==> src/rtl/custom_types.sv <==
// Shared enums and constants for the debug run-control unit and its breakpoint bank.
package custom_types;

   typedef enum logic [2:0] {
      CMD_NOP    = 3'd0,
      CMD_PROG   = 3'd1,
      CMD_CRESET = 3'd2,
      CMD_STEP   = 3'd3,
      CMD_RUN    = 3'd4,
      CMD_HALT   = 3'd5,
      CMD_SETBP  = 3'd6,
      CMD_CLRBP  = 3'd7
   } dbg_cmd_t;

   typedef enum logic [2:0] {
      ST_IDLE   = 3'd0,
      ST_PROG   = 3'd1,
      ST_CRESET = 3'd2,
      ST_STEP   = 3'd3,
      ST_RUN    = 3'd4
   } dbg_state_t;

   localparam int DBG_CNT_W = 32;

endpackage

==> src/rtl/dbg_bp_bank.sv <==
// PC breakpoint bank: NUM_BP registered {enable, addr} entries, set/clear take effect next clock.
// match_o is a same-cycle compare against pc_i; no backpressure.
module dbg_bp_bank #(
   parameter int ADDR_W  = 4,
   parameter int INSTR_W = 8,
   parameter int NUM_BP  = 2
) (
   input  logic               clk_i,
   input  logic               rst_ni,
   input  logic               set_i,
   input  logic               clr_i,
   input  logic [INSTR_W-1:0] idx_i,
   input  logic [ADDR_W-1:0]  addr_i,
   input  logic [ADDR_W-1:0]  pc_i,
   output logic               match_o
);

   logic [NUM_BP-1:0] en_q;
   logic [ADDR_W-1:0] addr_q [NUM_BP];
   logic [NUM_BP-1:0] hit;

   for (genvar i = 0; i < NUM_BP; i++) begin : g_bp
      always_ff @(posedge clk_i) begin
         if (!rst_ni) begin
            en_q[i]   <= 1'b0;
            addr_q[i] <= '0;
         end else if ((set_i || clr_i) && idx_i == INSTR_W'(i)) begin
            en_q[i]   <= set_i;
            addr_q[i] <= addr_i;
         end
      end
      assign hit[i] = en_q[i] && (addr_q[i] == pc_i);
   end

   assign match_o = |hit;

endmodule

==> src/rtl/cpu_dbg_ctrl.sv <==
// Run-control/program-load unit: PROG, CRESET, STEP, RUN/HALT and PC breakpoints; optional cycle_cnt
// under CPU_DBG_CYCLE_COUNTER_EN. cmd_ready low during PROG/CRESET/STEP; done/err pulse one cycle.
module cpu_dbg_ctrl
   import custom_types::*;
#(
   parameter int ADDR_W  = 4,
   parameter int INSTR_W = 8,
   parameter int STEP_W  = 8,
   parameter int NUM_BP  = 2
) (
   input  logic                 cpu_clk,
   input  logic                 cpu_reset_n,
   input  logic                 cmd_valid,
   output logic                 cmd_ready,
   input  dbg_cmd_t             cmd_op,
   input  logic [ADDR_W-1:0]    cmd_addr,
   input  logic [INSTR_W-1:0]   cmd_data,
   input  logic [STEP_W-1:0]    cmd_count,
   input  logic [ADDR_W-1:0]    core_pc,
   input  logic                 core_fetch,
   output logic                 core_clk_en,
   output logic                 core_reset,
   output logic                 imem_we,
   output logic [ADDR_W-1:0]    imem_waddr,
   output logic [INSTR_W-1:0]   imem_wdata,
   output logic                 halted,
   output logic                 bp_hit,
   output logic                 cmd_done,
   output logic                 cmd_err,
   output logic [DBG_CNT_W-1:0] cycle_cnt
);

   dbg_state_t         state_q;
   logic [STEP_W-1:0]  cnt_q;
   logic [ADDR_W-1:0]  addr_q;
   logic [INSTR_W-1:0] data_q;
   logic               skip_bp_q;
   logic               bp_hit_q;
   logic               done_q;
   logic               err_q;

   logic cmd_fire;
   logic idle_fire;
   logic idx_bad;
   logic bp_raw;
   logic bp_stop;
   logic halt_req;
   logic bp_set;
   logic bp_clr;

   assign cmd_ready = (state_q == ST_IDLE) || (state_q == ST_RUN);
   assign cmd_fire  = cmd_valid && cmd_ready;
   assign idle_fire = cmd_fire && (state_q == ST_IDLE);
   assign idx_bad   = cmd_data >= INSTR_W'(NUM_BP);
   assign bp_set    = idle_fire && (cmd_op == CMD_SETBP) && !idx_bad;
   assign bp_clr    = idle_fire && (cmd_op == CMD_CLRBP) && !idx_bad;

   // The stop is combinational so the core never starts the fetch at the breakpoint PC.
   assign bp_stop  = (state_q == ST_RUN) && core_fetch && bp_raw && !skip_bp_q;
   assign halt_req = (state_q == ST_RUN) && cmd_fire && (cmd_op == CMD_HALT);

   always_comb begin
      core_clk_en = 1'b0;
      case (state_q)
         ST_CRESET, ST_STEP: core_clk_en = 1'b1;
         ST_RUN:             core_clk_en = !bp_stop && !halt_req;
         default:            core_clk_en = 1'b0;
      endcase
   end

   assign core_reset = (state_q == ST_CRESET);
   assign imem_we    = (state_q == ST_PROG);
   assign imem_waddr = addr_q;
   assign imem_wdata = data_q;
   assign halted     = !((state_q == ST_RUN) || (state_q == ST_STEP));
   assign bp_hit     = bp_hit_q;
   assign cmd_done   = done_q;
   assign cmd_err    = err_q;

   dbg_bp_bank #(
      .ADDR_W  (ADDR_W),
      .INSTR_W (INSTR_W),
      .NUM_BP  (NUM_BP)
   ) u_bp_bank (
      .clk_i   (cpu_clk),
      .rst_ni  (cpu_reset_n),
      .set_i   (bp_set),
      .clr_i   (bp_clr),
      .idx_i   (cmd_data),
      .addr_i  (cmd_addr),
      .pc_i    (core_pc),
      .match_o (bp_raw)
   );

   always_ff @(posedge cpu_clk) begin
      if (!cpu_reset_n) begin
         state_q   <= ST_IDLE;
         cnt_q     <= '0;
         addr_q    <= '0;
         data_q    <= '0;
         skip_bp_q <= 1'b0;
         bp_hit_q  <= 1'b0;
         done_q    <= 1'b0;
         err_q     <= 1'b0;
      end else begin
         done_q <= 1'b0;
         err_q  <= 1'b0;
         if (core_clk_en && !core_fetch)
            skip_bp_q <= 1'b0;
         case (state_q)
            ST_IDLE: begin
               if (cmd_valid) begin
                  bp_hit_q <= 1'b0;
                  case (cmd_op)
                     CMD_NOP, CMD_HALT: done_q <= 1'b1;
                     CMD_PROG: begin
                        addr_q  <= cmd_addr;
                        data_q  <= cmd_data;
                        state_q <= ST_PROG;
                     end
                     CMD_CRESET: state_q <= ST_CRESET;
                     CMD_STEP: begin
                        if (cmd_count == '0) begin
                           done_q <= 1'b1;
                        end else begin
                           cnt_q   <= cmd_count;
                           state_q <= ST_STEP;
                           done_q  <= (cmd_count == STEP_W'(1));
                        end
                     end
                     CMD_RUN: begin
                        state_q   <= ST_RUN;
                        skip_bp_q <= bp_raw;
                     end
                     CMD_SETBP, CMD_CLRBP: begin
                        err_q  <= idx_bad;
                        done_q <= !idx_bad;
                     end
                  endcase
               end
            end
            ST_PROG: begin
               state_q <= ST_IDLE;
               done_q  <= 1'b1;
            end
            ST_CRESET: begin
               state_q   <= ST_IDLE;
               done_q    <= 1'b1;
               skip_bp_q <= 1'b0;
            end
            ST_STEP: begin
               // done is registered, so it is raised one count early to land on the last clock
               cnt_q  <= cnt_q - STEP_W'(1);
               done_q <= (cnt_q == STEP_W'(2));
               if (cnt_q == STEP_W'(1))
                  state_q <= ST_IDLE;
            end
            ST_RUN: begin
               if (bp_stop) begin
                  state_q  <= ST_IDLE;
                  bp_hit_q <= 1'b1;
                  done_q   <= 1'b1;
               end else if (halt_req) begin
                  state_q  <= ST_IDLE;
                  bp_hit_q <= 1'b0;
                  done_q   <= 1'b1;
               end
               if (cmd_fire && cmd_op != CMD_HALT)
                  err_q <= 1'b1;
            end
            default: state_q <= ST_IDLE;
         endcase
      end
   end

`ifdef CPU_DBG_CYCLE_COUNTER_EN
   logic [DBG_CNT_W-1:0] cyc_q;

   always_ff @(posedge cpu_clk) begin
      if (!cpu_reset_n)
         cyc_q <= '0;
      else if (core_clk_en)
         cyc_q <= cyc_q + DBG_CNT_W'(1);
   end

   assign cycle_cnt = cyc_q;
`else
   assign cycle_cnt = '0;
`endif

endmodule
==> config.mk <==
export PLATFORM = sky130hd
export DESIGN_NAME = cpu_dbg_ctrl
export DESIGN_NICKNAME = d
export VERILOG_FILES = /design/src/rtl/custom_types.sv /design/src/rtl/dbg_bp_bank.sv /design/src/rtl/cpu_dbg_ctrl.sv
export SDC_FILE = /design/constraint.sdc
export NUM_CORES = 1
export LEC_CHECK = 0
export CAP_MARGIN = 20
export CORE_ASPECT_RATIO = 2
export CORE_MARGIN = 2
export CORE_UTILIZATION = 41
export DETAILED_ROUTE_END_ITERATION = 8
export PLACE_DENSITY_LB_ADDON = 0.2
export SETUP_SLACK_MARGIN = 0.1
export SLEW_MARGIN = 5
export SYNTH_ARGS = -nofsm -noshare
export SYNTH_HDL_FRONTEND = slang
export SYNTH_SLANG_ARGS = --single-unit
==> constraint.sdc <==
create_clock -name cpu_clk -period 2 [get_ports cpu_clk]
set_input_delay 0.5 -clock cpu_clk [delete_from_list [all_inputs] [get_ports cpu_clk]]
set_output_delay 0.5 -clock cpu_clk [all_outputs]
set_load 0.005 [all_outputs]
==> summary.txt, run 1 <==
Hold path
  – Min-delay worst type: register to register

Global routing
  – Initial antenna violation count: 0
  – Vias in the first global route: 2,219
  – Tot GR Track Use: 0.2027
  – First-pass GRT wire length: 10,200 um
  – Total congestion overflow: 0
  – Largest net degree at the start of global routing: 38

Route
  – DRC violations left: 0
  – Pre-Repair DR Iteration Count: 4
  – DR vias: 2,237
  – DRT Wirelength: 6350 um
  – Detailed-route wire length per cell: 14.73 um
  – Vias/cell: 5.190
  – Remaining antenna violation count: 0
  – Iteration-0 DRC Markers: 61

Final layout
  – Commonest non-fill, non-tap cells in the layout: buf_4 (38), conb_1 (32), dfxtp_1 (26)
  – Finished Core Util: 0.6259
  – Fill cell count: 518
  – Area Growth Syn to Fin: 48.21%
  – Post-Layout Cell Count: 431
  – Ant. Diodes: 0
  – Nets: 403
  – Share of post-route cells with drive strength above 1: 0.3162
  – Commonest non-fill, non-tap cell in the layout: buf_4

Synth
  – Largest family of logic cells by synthesized area: simple AND/OR/NAND/NOR gates
  – Synth Area in Adders: 0.01557
  – Syn Inst Count: 279
  – Synth warn: 0
  – Synth Area in Simple Gates: 0.2641
  – XOR/XNOR Fraction of Synth Area: 0.02180
  – Avg Cell Area, Syn: 8.642 um2
  – Register area share after synthesis: 0.3404
  – Synth Area in Compound Gates: 0.1666
  – Post-synthesis mux area share: 0.03736
  – Post-synth EDFFs: 8
  – FF+latch count, synth: 37
  – Synth cell types: 58
  – Share of flip-flops with an asynchronous set or reset: 0
  – Synth Cell Area: 0.002411 mm2
  – Commonest register cell after synthesis: dfxtp_1

STA
  – Skew final: 0.001778 ns
  – Unrepaired setup endpoints after global routing: true
  – Fin. Hold Viols: 0
  – Fmax: 446.0 MHz
  – Final min period: 2.242 ns
  – TNS Setup: -0.4371 ns
  – Final period util: 1.121
  – Fin worst setup slack: -0.2420 ns
  – Endpoints failing setup: 2
  – Fin. max-slew vios: 0

Worst setup path
  – Critical Path End: core_clk_en
  – Worst Path Arrival: 1.74 ns
  – CP max FO: 3
  – Worst R2R End: u_bp_bank.addr_q[0][0]$_SDFFCE_PN0P_
  – CP Class: register to primary output
  – Crit end category: primary output
  – CP top delay family: simple AND/OR/NAND/NOR gates
  – Critical path depth in cells: 7
  – Slowest stage cell, crit path: dfxtp_4
  – Worst r2r src: state_q[0]$_SDFFE_PN0P_
  – Critical Path Max Stage Delay: 0.35 ns
  – Cell Chain, Critical Path: nor3b_4 -> nand3b_1 -> buf_4 -> nor3_4 -> nor2_2 -> a21o_1 -> buf_2
  – Worst Setup Start Kind: register
  – CP startpoint: state_q[0]$_SDFFE_PN0P_
  – FF-to-FF setup slack: 0.03 ns
  – WP buf/inv: 2
  – Worst EP required: 1.50 ns
  – Reg2reg path depth: 6

Placement
  – DP Cell Count: 401
  – Port Buffer Count: 50
  – Placer Congestion: 0.8939
  – Dpl hpwl: 4498 um

CTS
  – Clock transition at path regs: 0.05 ns
  – H-tree Lvls: 2
  – Bufs on Longest Clock Path: 2
  – Root Buffer: clkbuf_16
  – Clock latency on the worst-skew pair: 0.28 ns
  – Clock sink count: 37
  – CTS tree: built
  – TritonCTS Buffers: 5

Floorplanning
  – Initial core utilization: 0.4223
  – Ports: 83
  – Core area: 0.005709 mm2
  – Die width: 58.23 um
  – Die area: 0.006547 mm2
  – DIE HEIGHT: 112.5 um
  – Rows: 39

Run status
  – Outcome: finished, violations left
  – Failing checks: negative setup slack

Pwr
  – Pwr Density: 592.7 mW/mm2
  – Pleak: 1.607 nW
  – Peak supply drop: 0.6479 mV

Run
  – Total of max-cap violations: 0
## synthesized netlist by cell type, drive strengths merged, types with 4 or more instances
| cell type | count | share of area |
|---|---|---|
| nor2 | 17 | 0.026 |
| clkbuf | 9 | 0.014 |
| or4 | 4 | 0.016 |
| a21oi | 11 | 0.023 |
| a31oi | 4 | 0.010 |
| nand3 | 5 | 0.012 |
| xnor2 | 5 | 0.018 |
| edfxtp | 8 | 0.10 |
| mux2i | 9 | 0.037 |
| o21ai | 20 | 0.043 |
| nand2 | 17 | 0.028 |
| or3 | 5 | 0.013 |
| nor2b | 20 | 0.052 |
| inv | 11 | 0.017 |
| buf | 39 | 0.12 |
| nand2b | 4 | 0.010 |
| dfxtp | 29 | 0.24 |
| and3 | 4 | 0.010 |
| nor3 | 16 | 0.042 |
## timing repair
item,CTS,global route
endpoints found under the setup margin,36,31
hold buffers,0,0
pin swaps,17,26
resized for setup,54,64
setup buffers,12,11
## cell families after synthesis
logic type / count (synthesis)
xor+xnor: 6
compound gates: 59
fa+ha+maj: 3
simple gates: 105
other cells: 1
flops: 37
mux: 9
buf+inv: 59
## routing by layer
metal	up-vias	wire [um]	track usage
met5	-	0	0
met3	17	248	0.03226
met4	0	220	0.1147
met1	1052	2203	0.2081
met2	69	3677	0.3705
li1	1099	-	-
## worst min path at each step
stage	from	to	cells past startpoint
floorplan	u_bp_bank.en_q[1]$_SDFFE_PN0P_	u_bp_bank.en_q[1]$_SDFFE_PN0P_	2
global placement	u_bp_bank.en_q[1]$_SDFFE_PN0P_	u_bp_bank.en_q[1]$_SDFFE_PN0P_	2
detailed placement	u_bp_bank.en_q[1]$_SDFFE_PN0P_	u_bp_bank.en_q[1]$_SDFFE_PN0P_	2
CTS	u_bp_bank.en_q[1]$_SDFFE_PN0P_	u_bp_bank.en_q[1]$_SDFFE_PN0P_	2
global route	u_bp_bank.en_q[1]$_SDFFE_PN0P_	u_bp_bank.en_q[1]$_SDFFE_PN0P_	2
finish	u_bp_bank.en_q[1]$_SDFFE_PN0P_	u_bp_bank.en_q[1]$_SDFFE_PN0P_	2
## through the flow
stage	setup slack, ns	hold slack, ns	area, um2	total power, mW
after floorplan	0.04236	0.4387	2542	1.046
after global placement	-0.9010	0.4599	3027	1.170
after detailed placement	-0.9110	0.4598	3027	1.172
after CTS	-0.3510	0.4660	3333	2.072
after global routing	-0.3216	0.4997	3573	2.212
final	-0.2420	0.4623	3573	2.118
## worst register-to-register path: cells and delay by family (launching register included)
family	cells	cell delay, ns
compound gates	1	0.22
flops	1	0.35
simple gates	2	0.72
buf+inv	3	0.37
## layout make-up
class | count | area (um2) | share of cell area
Clock buffer | 6 | 128.9 | 0.03606
Inverter | 11 | 41.29 | 0.01155
Clock inverter | 2 | 35.03 | 0.009804
Tap cell | 61 | 76.32 | 0.02136
Sequential cell | 37 | 827.0 | 0.2314
Timing Repair Buffer | 100 | 905.9 | 0.2535
Multi-Input combinational cell | 214 | 1559 | 0.4363
## power breakdown
group	switching, mW	internal (mW)
logic	0.209	0.222
registers	0.0145	0.784
clock network	0.302	0.586
total	0.526	1.59
## state kept, by name, indices dropped and copies added (netlist names)
signal,flops
cnt_q,8
imem_wdata,8
u_bp_bank.addr_q,8
imem_waddr,4
state_q,3
u_bp_bank.en_q,2
bp_hit,1
cmd_done,1
cmd_err,1
skip_bp_q,1
Note: power is estimated with default switching activity, not from simulation.
==> inputs of run 2 (changes only) <==
Settings changed: CAP_MARGIN 20 to default.
==> results of run 2 <==
Final layout, timing and power as in run 1 (identical DEF).
